File: config.mk
export PLATFORM = sky130hd
export DESIGN_NAME = modulation_config_ctrl
export DESIGN_NICKNAME = d
export VERILOG_FILES = /design/src/rtl/modulation_ctrl_pkg.sv /design/src/rtl/modulation_config_ctrl.sv
export SDC_FILE = /design/constraint.sdc
export NUM_CORES = 1
export LEC_CHECK = 0
export BUFFER_PORTS_ARGS = -buffer_cell sky130_fd_sc_hd__buf_2
export CORE_UTILIZATION = 50
export CTS_BUF_LIST = sky130_fd_sc_hd__clkbuf_16
export DETAILED_ROUTE_END_ITERATION = 10
export GPL_ROUTABILITY_DRIVEN = 0
export PLACE_DENSITY_LB_ADDON = 0.08
export RECOVER_POWER = 50
export SKIP_CTS_REPAIR_TIMING = 1
export SLEW_MARGIN = 20
export SYNTH_ARGS = -nofsm -noshare
export SYNTH_HDL_FRONTEND = slang
export SYNTH_SLANG_ARGS = --single-unit
File: constraint.sdc
create_clock -name clk_i -period 2.4 [get_ports clk_i]
set_input_delay 0.48 -clock clk_i [delete_from_list [all_inputs] [get_ports clk_i]]
set_output_delay 0.48 -clock clk_i [all_outputs]
set_load 0.005 [all_outputs]
File: src/rtl/modulation_ctrl_pkg.sv
// modulation_ctrl_pkg: shared types and default constants for the modulation sampler configuration.
// Holds the controller state enum plus reset/limit defaults that the sampler
// instantiation and the host register map also reference.
package modulation_ctrl_pkg;

    typedef enum logic [1:0] {
        ST_IDLE,
        ST_WAIT_WRAP,
        ST_SETTLE
    } state_e;

    localparam logic [15:0] RESET_CYCLE_DEF    = 16'd3999;
    localparam logic [31:0] RESET_FREQ_DIV_DEF = 32'd40960;
    localparam logic [31:0] MIN_FREQ_DIV_DEF   = 32'd1160;
    localparam int unsigned SETTLE_CYCLES_DEF  = 80;

endpackage

File: src/rtl/modulation_config_ctrl.sv
// modulation_config_ctrl: shadow-register controller for the sampler's CYCLE/FREQ_DIV.
// Ports:
//   clk_i, rst_i            clock, synchronous active-high reset
//   req_valid_i/req_ready_o  update request handshake (ready only in IDLE)
//   req_cycle_i              requested modulation length minus one
//   req_freq_div_i           requested sampling divider
//   req_immediate_i          1 = apply now, 0 = apply at next wrap to index 0
//   start_i, idx_i           sampler new-index pulse and current index
//   cycle_o, freq_div_o      active configuration driven to the sampler
//   applied_o                one-cycle pulse when new values go live
//   err_o                    one-cycle pulse on rejected request or wrap timeout
//   busy_o                   sampler output untrustworthy while its pipeline refills
module modulation_config_ctrl
    import modulation_ctrl_pkg::*;
#(
    parameter logic [31:0] MIN_FREQ_DIV   = MIN_FREQ_DIV_DEF,
    parameter logic [15:0] RESET_CYCLE    = RESET_CYCLE_DEF,
    parameter logic [31:0] RESET_FREQ_DIV = RESET_FREQ_DIV_DEF,
    parameter int unsigned SETTLE_CYCLES  = SETTLE_CYCLES_DEF,
    parameter logic [31:0] WRAP_TIMEOUT   = 32'hFFFF_FFFF
) (
    input  logic        clk_i,
    input  logic        rst_i,
    input  logic        req_valid_i,
    output logic        req_ready_o,
    input  logic [15:0] req_cycle_i,
    input  logic [31:0] req_freq_div_i,
    input  logic        req_immediate_i,
    input  logic        start_i,
    input  logic [15:0] idx_i,
    output logic [15:0] cycle_o,
    output logic [31:0] freq_div_o,
    output logic        applied_o,
    output logic        err_o,
    output logic        busy_o
);

    localparam logic [7:0]  SETTLE_LAST = 8'(SETTLE_CYCLES - 1);
    localparam logic [31:0] TMO_LAST    = WRAP_TIMEOUT - 32'd1;

    state_e      state_q;
    logic [15:0] cycle_q, shadow_cycle_q;
    logic [31:0] freq_div_q, shadow_freq_div_q;
    logic [31:0] tmo_q;
    logic [7:0]  settle_q;
    logic        ready_q, applied_q, err_q, busy_q;
    logic        wrap;
    logic        req_ok;

    assign wrap   = start_i && (idx_i == 16'd0);
    assign req_ok = req_freq_div_i >= MIN_FREQ_DIV;

    always_ff @(posedge clk_i) begin
        if (rst_i) begin
            state_q           <= ST_SETTLE;
            cycle_q           <= RESET_CYCLE;
            freq_div_q        <= RESET_FREQ_DIV;
            shadow_cycle_q    <= RESET_CYCLE;
            shadow_freq_div_q <= RESET_FREQ_DIV;
            tmo_q             <= '0;
            settle_q          <= '0;
            ready_q           <= 1'b0;
            applied_q         <= 1'b0;
            err_q             <= 1'b0;
            busy_q            <= 1'b1;
        end else begin
            applied_q <= 1'b0;
            err_q     <= 1'b0;
            case (state_q)
                ST_IDLE: begin
                    if (req_valid_i) begin
                        shadow_cycle_q    <= req_cycle_i;
                        shadow_freq_div_q <= req_freq_div_i;
                        if (!req_ok) begin
                            err_q <= 1'b1;
                        end else if (req_immediate_i) begin
                            // Bypass the shadow so the new values are live one cycle after the handshake.
                            cycle_q    <= req_cycle_i;
                            freq_div_q <= req_freq_div_i;
                            applied_q  <= 1'b1;
                            busy_q     <= 1'b1;
                            ready_q    <= 1'b0;
                            settle_q   <= '0;
                            state_q    <= ST_SETTLE;
                        end else begin
                            tmo_q   <= '0;
                            ready_q <= 1'b0;
                            state_q <= ST_WAIT_WRAP;
                        end
                    end
                end
                ST_WAIT_WRAP: begin
                    // A wrap landing on the timeout cycle still counts as a clean apply.
                    if (wrap || tmo_q == TMO_LAST) begin
                        cycle_q    <= shadow_cycle_q;
                        freq_div_q <= shadow_freq_div_q;
                        applied_q  <= 1'b1;
                        err_q      <= !wrap;
                        busy_q     <= 1'b1;
                        settle_q   <= '0;
                        state_q    <= ST_SETTLE;
                    end else begin
                        tmo_q <= tmo_q + 32'd1;
                    end
                end
                ST_SETTLE: begin
                    if (settle_q == SETTLE_LAST) begin
                        busy_q  <= 1'b0;
                        ready_q <= 1'b1;
                        state_q <= ST_IDLE;
                    end else begin
                        settle_q <= settle_q + 8'd1;
                    end
                end
                default: begin
                    busy_q  <= 1'b0;
                    ready_q <= 1'b1;
                    state_q <= ST_IDLE;
                end
            endcase
        end
    end

    assign req_ready_o = ready_q;
    assign cycle_o     = cycle_q;
    assign freq_div_o  = freq_div_q;
    assign applied_o   = applied_q;
    assign err_o       = err_q;
    assign busy_o      = busy_q;

endmodule
==> flow_summary.ini <==
[clock_tree]
clk_pin_slew_ns = 0.06
cts_made_buffers = 17
cts_sinks = 142
cts_tree = built
h-tree-depth = 4
cts_max_path_buffers = 2
cts_root_buf = clkbuf_16
worst_skew_pair.late_latency_ns = 0.42

[power]
clock_power_share_pct = 48.1
power-per-cell-area_nw_per_um2 = 622.4
p_leak_nw = 3.201
p_int_mw = 3.838
power_mw = 4.933
ir_drop_mv = 0.4167
p_switching_mw = 1.095
p_comb_share_pct = 4.0
power_frac_seq_pct = 48.0
swShare_pct = 22.20

[grt]
track_usage_pct = 24.02
grt_pass1_vias = 5391
overflow = 0
grt_max_degree = 63
grt_pass1_wl_um = 25230
antenna_found_initial = 0

[layout]
drive_gt1_share_pct = 24.10
nets = 918
post-route-cell-area_um2 = 7926
diodes = 0
stdcell_count = 1031
layout_commonest_cell = dfxtp_1
fillers = 1119
most-common-layout-cells = 140 x dfxtp_1, 113 x nand2_1, 89 x buf_2
area_delta_synth_final_pct = 23.25

[hold_path]
hp-class = primary input to flip-flop

[yosys]
synth_cell_types = 53
yosysSeqAreaShare_pct = 44.20
syn_nets = 794
synth.avg_cell_area_um2 = 8.907
ys_ff_latch = 142
mappedNetlistArea_um2 = 6431
yosysWarnings = 0
netlist_instances = 722

[worst_setup_path]
slowest_delay_ns = 0.46
crit_slowest_cell = nor4_4
worstPathRequired_ns = 2.71
path_cells = nand4_1 > nor4_4 > nand4_4 > a221o_1 > buf_12 > a211o_1
worstSetupEndpointType = flip-flop
critPathTopFamily = simple AND/OR/NAND/NOR gates
path_class = flip-flop to flip-flop
start_kind = flip-flop
cp_num_buf_inv = 1
crit_arrival_ns = 2.58
worst-path-max-fanout = 25

[timing]
whs_ns = 0.2910
worst-slew-pin-transition_ns = 1.107
slew_violations = 0
rsz0062_at_grt = no
finClkSkew_ns = 0.009870
timing.final.crit_share_pct = 94.80
fmax_ghz = 0.4395
max_slew_margin_pct = 26.18
finalCriticalPeriod_ns = 2.275
hold_violations = 0
setup_viol = 0

[drt]
drt_wl_total_um = 15920
vias_per_cell = 5.596
antenna_left = 0
vias = 5769
drtPass1Iterations = 5
drtIter0Drc = 373
wl_per_cell_um = 15.44
drc_errors = 0

[status]
status = complete, no violations

[floorplanning]
dieHeight_um = 115.4
io_pins = 121
row_count = 41
core_area_um2 = 12570
initial_core_util_pct = 51.17
die_area_um2 = 13320
die_w_um = 115.4

[run]
drv_cap = 0

[placement]
hpwlAfterDp_um = 10180
placed_area_um2 = 7293
portBuffers = 120
placedCellCount = 991
worst min-delay path: cells and delay by family:
kind / cells / cell delay (ns)
buf+inv: 1 / 0.09
simple gates: 2 / 0.11
cell usage after synthesis, drive strengths merged:
cell type / number / share of area (%)
o22ai: 1 / 0.097
a22oi: 1 / 0.12
a311oi: 2 / 0.27
nand3b: 14 / 1.6
a221oi: 1 / 0.41
or4: 16 / 2.0
xnor2: 1 / 0.14
and3: 11 / 1.1
o211ai: 3 / 0.35
buf: 24 / 2.5
nor4b: 1 / 0.14
a211oi: 36 / 6.8
nand4: 12 / 1.3
inv: 8 / 0.47
nor4: 7 / 0.78
or3: 21 / 2.0
o41a: 2 / 0.35
and4: 3 / 0.45
clkbuf: 30 / 1.8
o31a: 1 / 0.14
a211o: 12 / 1.6
or4b: 1 / 0.16
a2bb2oi: 1 / 0.14
nor2: 57 / 3.3
o41ai: 1 / 0.14
or2: 3 / 0.29
a21oi: 73 / 5.7
a221o: 1 / 0.16
ha: 3 / 0.58
dfxtp: 142 / 44
o31ai: 13 / 1.7
nor3: 5 / 0.56
o21a: 1 / 0.12
nand2b: 3 / 0.29
nand3: 20 / 1.6
mux2i: 49 / 7.6
nand2: 114 / 6.7
a31o: 1 / 0.14
o21ai: 23 / 1.8
and2: 4 / 0.39
power by group through the flow:
stage	registers, mW	logic, mW	clock network [mW]
4_1_cts	2.37	0.194	2.42
3_3_place_gp	2.42	0.189	0
6_report	2.37	0.195	2.37
2_1_floorplan	2.42	0.0878	0
5_1_grt	2.36	0.214	2.52
3_5_place_dp	2.42	0.193	0
registers in the layout, summed over array words and instances (netlist names):
| signal | count |
|---|---|
| cycle_o | 16 |
| req_ready_o | 1 |
| shadow_cycle_q | 16 |
| busy_o | 1 |
| settle_q | 8 |
| state_q | 2 |
| applied_o | 1 |
| freq_div_o | 32 |
| shadow_freq_div_q | 32 |
| err_o | 1 |
| tmo_q | 32 |
cell type report:
class | count | area, um^2 | area share (%)
clock buffers | 17 | 425.4 | 5.367
clock inverters | 15 | 106.4 | 1.342
inverters | 8 | 30.03 | 0.3788
multi-input cells | 518 | 3321 | 41.89
flip-flops and latches | 142 | 2845 | 35.90
well taps | 172 | 215.2 | 2.715
repair buffers | 159 | 983.4 | 12.41
final timing paths:
check	startpoint	end	slack, ns	cells past startpoint
hold reg to reg	shadow_freq_div_q[27]$_SDFFE_PP0P_	shadow_freq_div_q[27]$_SDFFE_PP0P_	0.45	2
hold / removal	req_cycle_i[2]	shadow_cycle_q[2]$_SDFFE_PP1P_	0.29	3
setup / recovery	tmo_q[22]$_SDFFE_PP0P_	cycle_o[8]$_SDFFE_PP1P_	0.12	6
setup reg to reg	tmo_q[22]$_SDFFE_PP0P_	cycle_o[8]$_SDFFE_PP1P_	0.12	6
layer usage:
layer	part of all wire [%]	vias up	track usage (%)
li1	-	2850	-
met1	45	2766	29.98
met2	49	135	39.92
met3	4.4	18	5.701
met4	1.3	0	9.784
met5	0	-	0
through the flow:
| step | TNS [ns] | setup WS (ns) | util, % |
|---|---|---|---|
| floorplan | 0 | 0.09844 | - |
| global placement | -3.790 | -0.07862 | 58.03 |
| detailed placement | -11.82 | -0.1891 | 58.03 |
| CTS | -0.6948 | -0.04545 | 62.26 |
| global route | 0 | 0.01520 | 63.07 |
| finish | 0 | 0.1247 | 63.07 |
cell families after synthesis:
logic type | synth area share, %
AO/OA/AOI/OAI | 20.16
XOR/XNOR | 0.1362
adder cells (fa/ha/maj) | 0.5837
buffers and inverters | 4.708
flip-flops | 44.20
multiplexers | 7.626
AND/OR/NAND/NOR | 22.59
Note: power is estimated with default switching activity, not from simulation.
